===== src/rtl/ppu_ctrl_pkg.sv =====
// Shared pipeline-control definitions: hazard FSM encodings, $zero specifier,
// and the MIPS opcode/funct codes the ID decoder uses for MULT/DIV and HI/LO moves.
package ppu_ctrl_pkg;

  typedef enum logic {
    ST_RUN     = 1'b0,
    ST_MD_BUSY = 1'b1
  } md_state_e;

  localparam logic [4:0] REG_ZERO = 5'd0;

  localparam logic [5:0] OP_SPECIAL  = 6'b000000;
  localparam logic [5:0] FUNCT_MFHI  = 6'h10;
  localparam logic [5:0] FUNCT_MTHI  = 6'h11;
  localparam logic [5:0] FUNCT_MFLO  = 6'h12;
  localparam logic [5:0] FUNCT_MTLO  = 6'h13;
  localparam logic [5:0] FUNCT_MULT  = 6'h18;
  localparam logic [5:0] FUNCT_MULTU = 6'h19;
  localparam logic [5:0] FUNCT_DIV   = 6'h1A;
  localparam logic [5:0] FUNCT_DIVU  = 6'h1B;

  function automatic logic is_md_funct(input logic [5:0] opcode, input logic [5:0] funct);
    return (opcode == OP_SPECIAL) &&
           (funct == FUNCT_MULT || funct == FUNCT_MULTU ||
            funct == FUNCT_DIV  || funct == FUNCT_DIVU);
  endfunction

  function automatic logic is_hilo_funct(input logic [5:0] opcode, input logic [5:0] funct);
    return (opcode == OP_SPECIAL) &&
           (funct == FUNCT_MFHI || funct == FUNCT_MTHI ||
            funct == FUNCT_MFLO || funct == FUNCT_MTLO);
  endfunction

endpackage


===== src/rtl/pipeline_hazard_ctrl_if.sv =====
// ID/EX hazard-control bundle: decode and EX-stage inputs plus the
// pipeline-register enables and status produced by the hazard controller.
interface pipeline_hazard_ctrl_if #(parameter int REG_W = 5);
  logic [REG_W-1:0] id_rs;
  logic [REG_W-1:0] id_rt;
  logic             id_uses_rs;
  logic             id_uses_rt;
  logic             id_md_start;
  logic             id_uses_hilo;
  logic             ex_load;
  logic             ex_regwrite;
  logic [REG_W-1:0] ex_wdest;
  logic             pc_le;
  logic             if_id_le;
  logic             id_ex_nop;
  logic             md_busy;
  logic [31:0]      stall_cnt;

  modport master (
    output id_rs, id_rt, id_uses_rs, id_uses_rt, id_md_start, id_uses_hilo,
           ex_load, ex_regwrite, ex_wdest,
    input  pc_le, if_id_le, id_ex_nop, md_busy, stall_cnt
  );

  modport slave (
    input  id_rs, id_rt, id_uses_rs, id_uses_rt, id_md_start, id_uses_hilo,
           ex_load, ex_regwrite, ex_wdest,
    output pc_le, if_id_le, id_ex_nop, md_busy, stall_cnt
  );
endinterface


===== src/rtl/md_occupancy_counter.sv =====
// Loadable down-counter tracking how many cycles the MULT/DIV unit stays
// occupied; flags the final busy cycle so the controller can return to RUN.
module md_occupancy_counter (
  input  logic       clk,
  input  logic       reset,
  input  logic       load,
  input  logic [3:0] value,
  output logic       busy,
  output logic       last
);

  logic [3:0] md_cnt_q, md_cnt_d;

  // Saturates at zero so an idle counter never wraps.
  always_comb begin
    md_cnt_d = md_cnt_q;
    if (load) begin
      md_cnt_d = value;
    end else if (md_cnt_q != 4'd0) begin
      md_cnt_d = md_cnt_q - 4'd1;
    end
  end

  always_ff @(posedge clk or negedge reset) begin
    if (!reset) begin
      md_cnt_q <= 4'd0;
    end else begin
      md_cnt_q <= md_cnt_d;
    end
  end

  assign busy = (md_cnt_q != 4'd0);
  assign last = (md_cnt_q == 4'd1);

endmodule


===== src/rtl/pipeline_hazard_ctrl.sv =====
// Stall/bubble sequencer for load-use and MULT/DIV occupancy hazards.
// Optional HAZ_PERF_CNT_EN builds a 32-bit stalled-cycle counter.
module pipeline_hazard_ctrl
  import ppu_ctrl_pkg::*;
#(
  parameter int MD_CYCLES = 4,
  parameter int REG_W     = 5
) (
  input  logic                 clk,
  input  logic                 reset,
  pipeline_hazard_ctrl_if.slave hz
);

  md_state_e state_q, state_d;
  logic      ld_haz, md_haz, stall;
  logic      md_load, md_last, md_cnt_busy;
  logic      pc_le, if_id_le, id_ex_nop, md_busy;

  always_comb begin
    ld_haz = hz.ex_load && hz.ex_regwrite && (hz.ex_wdest != REG_W'(REG_ZERO)) &&
             ((hz.id_uses_rs && (hz.id_rs == hz.ex_wdest)) ||
              (hz.id_uses_rt && (hz.id_rt == hz.ex_wdest)));
    md_haz = (state_q == ST_MD_BUSY) && (hz.id_uses_hilo || hz.id_md_start);
    stall  = ld_haz || md_haz;
  end

  // A MULT/DIV held back by a stall is not accepted; it retries next cycle.
  always_comb begin
    state_d = state_q;
    md_load = 1'b0;
    case (state_q)
      ST_RUN: begin
        if (hz.id_md_start && !stall && (MD_CYCLES > 1)) begin
          md_load = 1'b1;
          state_d = ST_MD_BUSY;
        end
      end
      ST_MD_BUSY: begin
        if (md_last) begin
          state_d = ST_RUN;
        end
      end
      default: state_d = ST_RUN;
    endcase
  end

  always_ff @(posedge clk or negedge reset) begin
    if (!reset) begin
      state_q <= ST_RUN;
    end else begin
      state_q <= state_d;
    end
  end

  md_occupancy_counter u_md_cnt (
    .clk   (clk),
    .reset (reset),
    .load  (md_load),
    .value (4'(MD_CYCLES - 1)),
    .busy  (md_cnt_busy),
    .last  (md_last)
  );

  // Reset forces the pipeline frozen with a bubble, independent of the clock.
  always_comb begin
    pc_le     = 1'b0;
    if_id_le  = 1'b0;
    id_ex_nop = 1'b1;
    md_busy   = 1'b0;
    if (reset) begin
      pc_le     = !stall;
      if_id_le  = !stall;
      id_ex_nop = stall;
      md_busy   = (state_q == ST_MD_BUSY) && md_cnt_busy;
    end
  end

  assign hz.pc_le     = pc_le;
  assign hz.if_id_le  = if_id_le;
  assign hz.id_ex_nop = id_ex_nop;
  assign hz.md_busy   = md_busy;

`ifdef HAZ_PERF_CNT_EN
  logic [31:0] stall_cnt_q, stall_cnt_d;

  always_comb begin
    stall_cnt_d = stall_cnt_q;
    if (stall) begin
      stall_cnt_d = stall_cnt_q + 32'd1;
    end
  end

  always_ff @(posedge clk or negedge reset) begin
    if (!reset) begin
      stall_cnt_q <= 32'd0;
    end else begin
      stall_cnt_q <= stall_cnt_d;
    end
  end

  assign hz.stall_cnt = stall_cnt_q;
`else
  assign hz.stall_cnt = 32'd0;
`endif

endmodule


===== src/flat_wrapper.sv =====
// flat-port wrapper written by rule: the top's interface ports become plain ports
module pipeline_hazard_ctrl_flat import ppu_ctrl_pkg::*;
#(
  parameter int MD_CYCLES = 4,
  parameter int REG_W     = 5
)
  (clk, reset, hz_id_rs, hz_id_rt, hz_id_uses_rs, hz_id_uses_rt, hz_id_md_start, hz_id_uses_hilo, hz_ex_load, hz_ex_regwrite, hz_ex_wdest, hz_pc_le, hz_if_id_le, hz_id_ex_nop, hz_md_busy, hz_stall_cnt);
  pipeline_hazard_ctrl_if #(.REG_W(REG_W)) hz_i ();
  input  logic clk;
  input  logic reset;
  input wire logic [$bits(hz_i.id_rs)-1:0] hz_id_rs;
  input wire logic [$bits(hz_i.id_rt)-1:0] hz_id_rt;
  input wire logic [$bits(hz_i.id_uses_rs)-1:0] hz_id_uses_rs;
  input wire logic [$bits(hz_i.id_uses_rt)-1:0] hz_id_uses_rt;
  input wire logic [$bits(hz_i.id_md_start)-1:0] hz_id_md_start;
  input wire logic [$bits(hz_i.id_uses_hilo)-1:0] hz_id_uses_hilo;
  input wire logic [$bits(hz_i.ex_load)-1:0] hz_ex_load;
  input wire logic [$bits(hz_i.ex_regwrite)-1:0] hz_ex_regwrite;
  input wire logic [$bits(hz_i.ex_wdest)-1:0] hz_ex_wdest;
  output wire logic [$bits(hz_i.pc_le)-1:0] hz_pc_le;
  output wire logic [$bits(hz_i.if_id_le)-1:0] hz_if_id_le;
  output wire logic [$bits(hz_i.id_ex_nop)-1:0] hz_id_ex_nop;
  output wire logic [$bits(hz_i.md_busy)-1:0] hz_md_busy;
  output wire logic [$bits(hz_i.stall_cnt)-1:0] hz_stall_cnt;
  assign hz_i.id_rs = hz_id_rs;
  assign hz_i.id_rt = hz_id_rt;
  assign hz_i.id_uses_rs = hz_id_uses_rs;
  assign hz_i.id_uses_rt = hz_id_uses_rt;
  assign hz_i.id_md_start = hz_id_md_start;
  assign hz_i.id_uses_hilo = hz_id_uses_hilo;
  assign hz_i.ex_load = hz_ex_load;
  assign hz_i.ex_regwrite = hz_ex_regwrite;
  assign hz_i.ex_wdest = hz_ex_wdest;
  assign hz_pc_le = hz_i.pc_le;
  assign hz_if_id_le = hz_i.if_id_le;
  assign hz_id_ex_nop = hz_i.id_ex_nop;
  assign hz_md_busy = hz_i.md_busy;
  assign hz_stall_cnt = hz_i.stall_cnt;
  pipeline_hazard_ctrl #(.MD_CYCLES(MD_CYCLES), .REG_W(REG_W)) u_core (.clk(clk), .reset(reset), .hz(hz_i));
endmodule

===== config.mk =====
export PLATFORM = sky130hd
export DESIGN_NAME = pipeline_hazard_ctrl_flat
export DESIGN_NICKNAME = d
export VERILOG_FILES = /design/src/rtl/ppu_ctrl_pkg.sv /design/src/rtl/pipeline_hazard_ctrl_if.sv /design/src/rtl/md_occupancy_counter.sv /design/src/rtl/pipeline_hazard_ctrl.sv /design/src/flat_wrapper.sv
export SDC_FILE = /design/constraint.sdc
export NUM_CORES = 1
export LEC_CHECK = 0
export ABC_AREA = 1
export CAP_MARGIN = 15
export CORE_MARGIN = 2
export CORE_UTILIZATION = 30
export CTS_CLUSTER_DIAMETER = 80
export DETAILED_ROUTE_END_ITERATION = 6
export PLACE_DENSITY = 0.7
export SLEW_MARGIN = 10
export SYNTH_ARGS = -nofsm -noshare
export SYNTH_HDL_FRONTEND = slang
export SYNTH_HIERARCHICAL = 1
export SYNTH_SLANG_ARGS = --single-unit
export TNS_END_PERCENT = 1

===== constraint.sdc =====
create_clock -name clk -period 1.35 [get_ports clk]
set_clock_uncertainty 0.05 [all_clocks]
set_input_delay 0.2025 -clock clk [delete_from_list [all_inputs] [get_ports clk]]
set_output_delay 0.2025 -clock clk [all_outputs]
set_load 0.02 [all_outputs]

==> impl_metrics.py, run 1 <==
metrics = {
    "place": {
        "dp_hpwl_mm": 1.412,
        "placed_cells": 218,
        "place.gp.congestion": 0.7550,
        "pre_cts_ws_ns": -0.7780,
        "placed_cell_area_sq_um": 1150,
        "numPortBuffers": 26,
    },
    "sta": {
        "rsz0062_at_grt": "yes",
        "max_freq_mhz": 666.5,
        "fin_ws_ns": -0.1505,
        "timing.hold.ws_ns": 0.1985,
        "slew_violations": 0,
        "fin_crit_sh": 1.111,
        "min_period_ns": 1.500,
        "setup_violations": 8,
        "hold_violations": 0,
    },
    "critical_path": {
        "crit_chain": "inv_1 -> ha_2 -> inv_2 -> nor2_2 -> inv_1 -> nand2_1 -> nor2_2 -> buf_6",
        "arrival_ns": 1.25,
        "critPathKind": "reg -> out",
        "slowest_stage": "dfrtp_1",
        "cp.required_ns": 1.10,
        "cp_max_fo": 2,
        "worstSetupStartpointType": "flop",
        "endpoint_kind": "output pin",
        "crit_path_max_incr_delay_ns": 0.37,
    },
    "pwr": {
        "p_total_mw": 1.570,
        "p_leak_nw": 0.7295,
        "peakVddDrop_v": 0.001050,
        "powerDensity_nw_per_um2": 1311,
    },
    "layout": {
        "final_area_sq_um": 1197,
        "fill_cells": 284,
        "antenna_cells": 0,
        "final_nets": 219,
        "drive_gt1_frac": 0.2448,
        "final_cells": 223,
        "syn2layout_area_growth_pct": 37.50,
    },
    "detailed_routing": {
        "drc": 0,
        "drtIter0Drc": 10,
        "first_pass_iters": 5,
        "drt_wl_total_mm": 1.687,
        "postRouteAntennaNets": 0,
        "post_drt_wl_per_cell_microns": 7.565,
        "num_vias": 796,
        "via_per_inst": 3.570,
    },
    "die": {
        "fp.dieArea_sq_um": 3350,
        "ios": 59,
        "num_rows": 19,
        "core_sq_um": 2758,
        "initial_core_util": 0.3158,
        "die_w_microns": 57.88,
        "die_h_microns": 57.88,
    },
    "synthesis": {
        "synth_top_area_frac": 0.2845,
        "ys.flop_type": "dfrtp_1",
        "ys_top_cells_by_count": "39 x nand2_1, 33 x buf_4, 22 x inv_1",
        "synthArstFlopShare": 1.000,
        "ys_seq_elements": 5,
        "synth_cells": 147,
        "yosys.cell_types.count": 20,
        "netlist_area_sq_um": 870.8,
        "synth_most_common_cell": "nand2_1",
        "yosysWarnings": 6,
        "syn_area_per_cell_sq_um": 5.924,
        "synth.area.top_cells": "buf_4 28%, nand2_1 17%, dfrtp_1 14%, inv_1 9.5%, nor2_1 6.0%",
        "seq_area_frac_synth": 0.1437,
        "yosys.area.top_type": "buf_4",
        "synth_edf_count": 0,
    },
    "clock_network": {
        "cts_sinks": 5,
        "clk_latency_ns": 0.25,
        "cts-root-buf": "clkbuf_4",
        "ctsHtreeMaxLevel": 1,
        "cts-buffers-inserted": 3,
        "clk_pin_slew_ns": 0.05,
        "cts_tree": "done",
        "cts.path.max_buffers": 2,
        "hold_buffers": 0,
    },
    "global_route": {
        "grt_util_all_layers": 0.1051,
        "antenna_found_initial": 0,
        "grt_start_max_net_pins": 8,
        "grt_pass1_vias": 696,
        "overflow": 0,
        "grt_pass1_wl_mm": 2.773,
    },
    "run_status": {
        "status": "finished, violations left",
        "violations": "setup timing",
    },
    "job": {
        "drv_cap": 0,
    },
    "worst_hold_path": {
        "hold_class": "in -> async",
    },
}
-- state kept, by name, summed over array words and instances (netlist names) --
name,flops
u_core/state_q,1
u_core/u_md_cnt/md_cnt_q,4
-- per-layer routing --
layer,vias to the layer above,GRT usage,part of all wire
met2,36,0.1883,0.50
met1,307,0.1218,0.42
met5,-,0,0
met3,0,0.02902,0.079
li1,453,-,-
met4,0,0.02990,0
-- path summary, 6_finish.rpt --
kind	depth (start not counted)	slack (ns)	end	start
worst max register to register	7	0.07	u_core/u_md_cnt/md_cnt_q[3]	u_core/state_q
worst min register to register	3	0.58	u_core/state_q	u_core/state_q
max in group asynchronous	2	0.93	u_core/u_md_cnt/md_cnt_q[0]	reset
min in group clk	3	0.58	u_core/state_q	u_core/state_q
worst max-delay path	8	-0.15	hz_md_busy	u_core/u_md_cnt/md_cnt_q[1]
worst min-delay path	2	0.20	u_core/u_md_cnt/md_cnt_q[2]	reset
-- worst max-delay path, delay by kind of cell (launching register included) --
kind | cells | cell delay, ns
DFF | 1 | 0.37
buffers and inverters | 4 | 0.27
and+or+nand+nor | 3 | 0.19
adders and majority gates | 1 | 0.18
-- power by group --
group / switching [mW] / internal (mW) / leakage, nW
combinational: 0.573 / 0.527 / 0.657
clock: 0.0689 / 0.112 / 0.0150
sequential: 0.0572 / 0.231 / 0.0581
total: 0.699 / 0.870 / 0.730
-- placed cells by master (no fill, tap or decap), types with 2 or more instances in the layout --
master           count
a21oi_1              2
buf_4               15
buf_6                3
clkbuf_4             3
clkdlybuf4s50_1      6
conb_1              36
dfrtp_1              5
dlygate4sd2_1       15
ha_1                 2
inv_1               17
inv_2                9
inv_6                2
nand2_1             39
nand2_2              3
nand3_1              3
nor2_1              11
nor2_2               5
o21ai_1              5
-- timing repair --
item                       4_1_cts  5_1_grt
pin swaps                       14        6
setup endpoints to repair        9        8
buffers inserted                 1        0
cloned                           0        0
gates resized for setup         49        7
-- kinds of logic after synthesis --
family,count (synthesis),synth area share
other cells,2,0.008624
simple gates,67,0.3434
flops,5,0.1437
compound gates,9,0.05603
fa+ha+maj,3,0.04311
buf+inv,61,0.4052
-- through the flow --
step | util | setup TNS, ns
4_1_cts | 0.4306 | -0.8867
3_3_place_gp | 0.4170 | -5.570
6_report | 0.4342 | -0.8242
3_5_place_dp | 0.4170 | -5.671
5_1_grt | 0.4342 | -1.626
2_1_floorplan | - | 0
-- area by class of cell --
cell class / instances / area, sq um / area share
Timing Repair Buffer: 40 / 350.3 / 0.2926
Tap cell: 31 / 38.79 / 0.03239
Inverter: 28 / 115.1 / 0.09613
Sequential cell: 5 / 125.1 / 0.1045
Multi-Input combinational cell: 115 / 541.8 / 0.4525
Clock buffer: 4 / 26.28 / 0.02194
Power figures use the tool's default switching activity.
==> inputs of run 2 (changes only) <==
CORE_UTILIZATION = 36   (was 30)
PLACE_DENSITY = 0.81   (was 0.7)
==> run 2 against run 1 <==
The flow still finishes with violations (setup timing). Via count rose by 11%. Die area fell by 16%. Global-route usage rose by 3.0 points. Total power rose by 16%. Register-to-register slack got worse by 0.13 ns. Combinational power rose by 23%. Sequential power barely moved. Clock power barely moved. Critical endpoint unchanged. Largest cell class unchanged. Highest routed layer is now met4.
==> impl_metrics.py, run 2 (synthesis results as in run 1) <==
metrics = {
    "run_status": {
        "status": "finished, violations left",
        "violations": "setup timing",
    },
    "critical_path": {
        "worstSetupStartpointType": "flop",
        "reg2reg_to": "u_core/u_md_cnt/md_cnt_q[2]",
        "critPathKind": "reg -> out",
        "ff2ff_path_depth": 8,
        "crit_path_max_incr_delay_ns": 0.39,
        "cp_max_fo": 2,
        "arrival_ns": 1.27,
        "cpMostUsedCell": "inv_2",
        "cp.required_ns": 1.10,
        "endpoint_kind": "output pin",
        "crit_chain": "inv_2 -> ha_4 -> inv_2 -> nor2_4 -> inv_2 -> nand2_2 -> nor2_2 -> buf_6",
        "rrSetupSlack_ns": -0.06,
        "worstReg2RegStart": "u_core/u_md_cnt/md_cnt_q[1]",
        "crit_buf_inv": 4,
        "slowest_stage": "dfrtp_1",
        "crit_family": "flip-flops",
    },
    "sta": {
        "max_freq_mhz": 658.3,
        "rsz0062_at_grt": "yes",
        "slew_violations": 0,
        "fin_ws_ns": -0.1690,
        "min_period_ns": 1.519,
        "setup_violations": 4,
        "timing.hold.ws_ns": 0.2033,
        "hold_violations": 0,
        "fin_crit_sh": 1.125,
        "tns_ns": -0.2750,
    },
    "global_route": {
        "overflow": 0,
        "grt_pass1_vias": 705,
        "grt_pass1_wl_mm": 2.753,
        "grt_util_all_layers": 0.1356,
        "antenna_found_initial": 0,
        "grt_start_max_net_pins": 8,
    },
    "place": {
        "placed_cell_area_sq_um": 1139,
        "pre_cts_ws_ns": -0.7731,
        "dp_hpwl_mm": 1.345,
        "place.gp.congestion": 0.7870,
        "numPortBuffers": 26,
    },
    "layout": {
        "mostFrequentLayoutCell": "nand2_1",
        "regArea_sq_um": 125.1,
        "largest-register": "u_core/u_md_cnt/md_cnt_q",
        "fill_cells": 208,
        "multi_input_area_sq_um": 566.8,
        "syn2layout_area_growth_pct": 44.40,
        "antenna_cells": 0,
        "final_nets": 225,
        "final_area_sq_um": 1257,
        "layout_common_cells": "38 x nand2_1, 36 x conb_1, 19 x buf_4",
        "reg_top3": "u_core/u_md_cnt/md_cnt_q: 4 flops, u_core/state_q: 1 flops",
        "drive_gt1_frac": 0.3131,
        "largest_register_ffs": 4,
    },
    "pwr": {
        "peakVddDrop_v": 0.0009429,
        "powerDensity_nw_per_um2": 1452,
        "p_leak_nw": 0.7525,
    },
    "detailed_routing": {
        "first_pass_iters": 4,
        "postRouteAntennaNets": 0,
        "drtIter0Drc": 5,
        "wl_met1_microns": 706,
        "post_drt_wl_per_cell_microns": 8.407,
        "drc": 0,
        "met2WireLength_microns": 970,
        "drt_wl_total_mm": 1.900,
        "wl_met3_microns": 167,
        "via_per_inst": 3.903,
        "top_layer": "met4",
        "num_vias": 882,
    },
    "clock_network": {
        "cts_tree": "done",
        "ctsHtreeMaxLevel": 1,
        "cts-root-buf": "clkbuf_4",
        "clk_latency_ns": 0.25,
        "clk_pin_slew_ns": 0.04,
        "cts-buffers-inserted": 3,
        "cts_sinks": 5,
        "cts.path.max_buffers": 2,
    },
    "die": {
        "initial_core_util": 0.3862,
        "ios": 59,
        "die_w_microns": 53.19,
        "die_h_microns": 53.19,
        "core_sq_um": 2255,
        "fp.dieArea_sq_um": 2829,
        "num_rows": 17,
    },
    "job": {
        "drv_cap": 0,
    },
    "worst_hold_path": {
        "hold_class": "in -> async",
    },
}
[run 2: cell types whose count changed in the layout (fill, tap and decap cells not counted), moves of 3 or more]
cell,delta
dlygate4sd2_1,-5
clkdlybuf4s50_1,-3
buf_4,+4
clkdlybuf4s15_1,+4
[run 2: what timing repair did]
action	in CTS	in global routing
gates cloned	0	0
gates resized for setup	66	13
pin swaps	19	8
hold endpoints to repair	0	0
hold buffers	0	0
endpoints found under the setup margin	8	8
buffers inserted	5	3
[run 2: power by group]
| part | internal, mW | leakage (nW) | total [mW] | switching, mW |
|---|---|---|---|---|
| sequential | 0.231 | 0.0581 | 0.291 | 0.0602 |
| combinational | 0.673 | 0.679 | 1.35 | 0.679 |
| clock | 0.112 | 0.0150 | 0.182 | 0.0701 |
[run 2: worst max path at each step]
| stage | from | cells after the start | slack [ns] | end |
|---|---|---|---|---|
| 6_report | u_core/u_md_cnt/md_cnt_q[0] | 8 | -0.17 | hz_md_busy |
| 5_1_grt | u_core/u_md_cnt/md_cnt_q[0] | 8 | -0.24 | hz_md_busy |
| 4_1_cts | u_core/u_md_cnt/md_cnt_q[1] | 8 | -0.14 | hz_md_busy |
| 3_5_place_dp | hz_ex_wdest[3] | 10 | -0.77 | hz_id_ex_nop |
| 3_3_place_gp | hz_ex_wdest[3] | 10 | -0.76 | hz_id_ex_nop |
| 2_1_floorplan | u_core/u_md_cnt/md_cnt_q[0] | 7 | 0.05 | hz_md_busy |
[run 2: final cells by class]
class	count	area share
flip-flops and latches	5	0.09950
well taps	28	0.02786
repair buffers	46	0.3134
inverters	28	0.08756
multi-input cells	115	0.4507
clock buffers	4	0.02090
[run 2: stage by stage]
| stage | cells | total power [mW] | utilization |
|---|---|---|---|
| floorplan | 181 | 0.9644 | - |
| global placement | 214 | 1.283 | 0.5050 |
| detailed placement | 214 | 1.302 | 0.5050 |
| CTS | 223 | 1.637 | 0.5333 |
| global route | 226 | 1.979 | 0.5577 |
| finish | 226 | 1.825 | 0.5577 |
[run 2: worst register-to-register path, delay by kind of cell (launching register included)]
kind / cells / cell delay, ns
buf+inv: 4 / 0.42
simple gates: 2 / 0.28
compound gates: 1 / 0.05
flops: 1 / 0.35
fa+ha+maj: 1 / 0.15
[run 2: metal layers]
| layer | track usage | vias up |
|---|---|---|
| met5 | 0 | - |
| met4 | 0.06410 | 0 |
| met3 | 0.03672 | 7 |
| met2 | 0.2563 | 46 |
| met1 | 0.1348 | 366 |
| li1 | - | 463 |
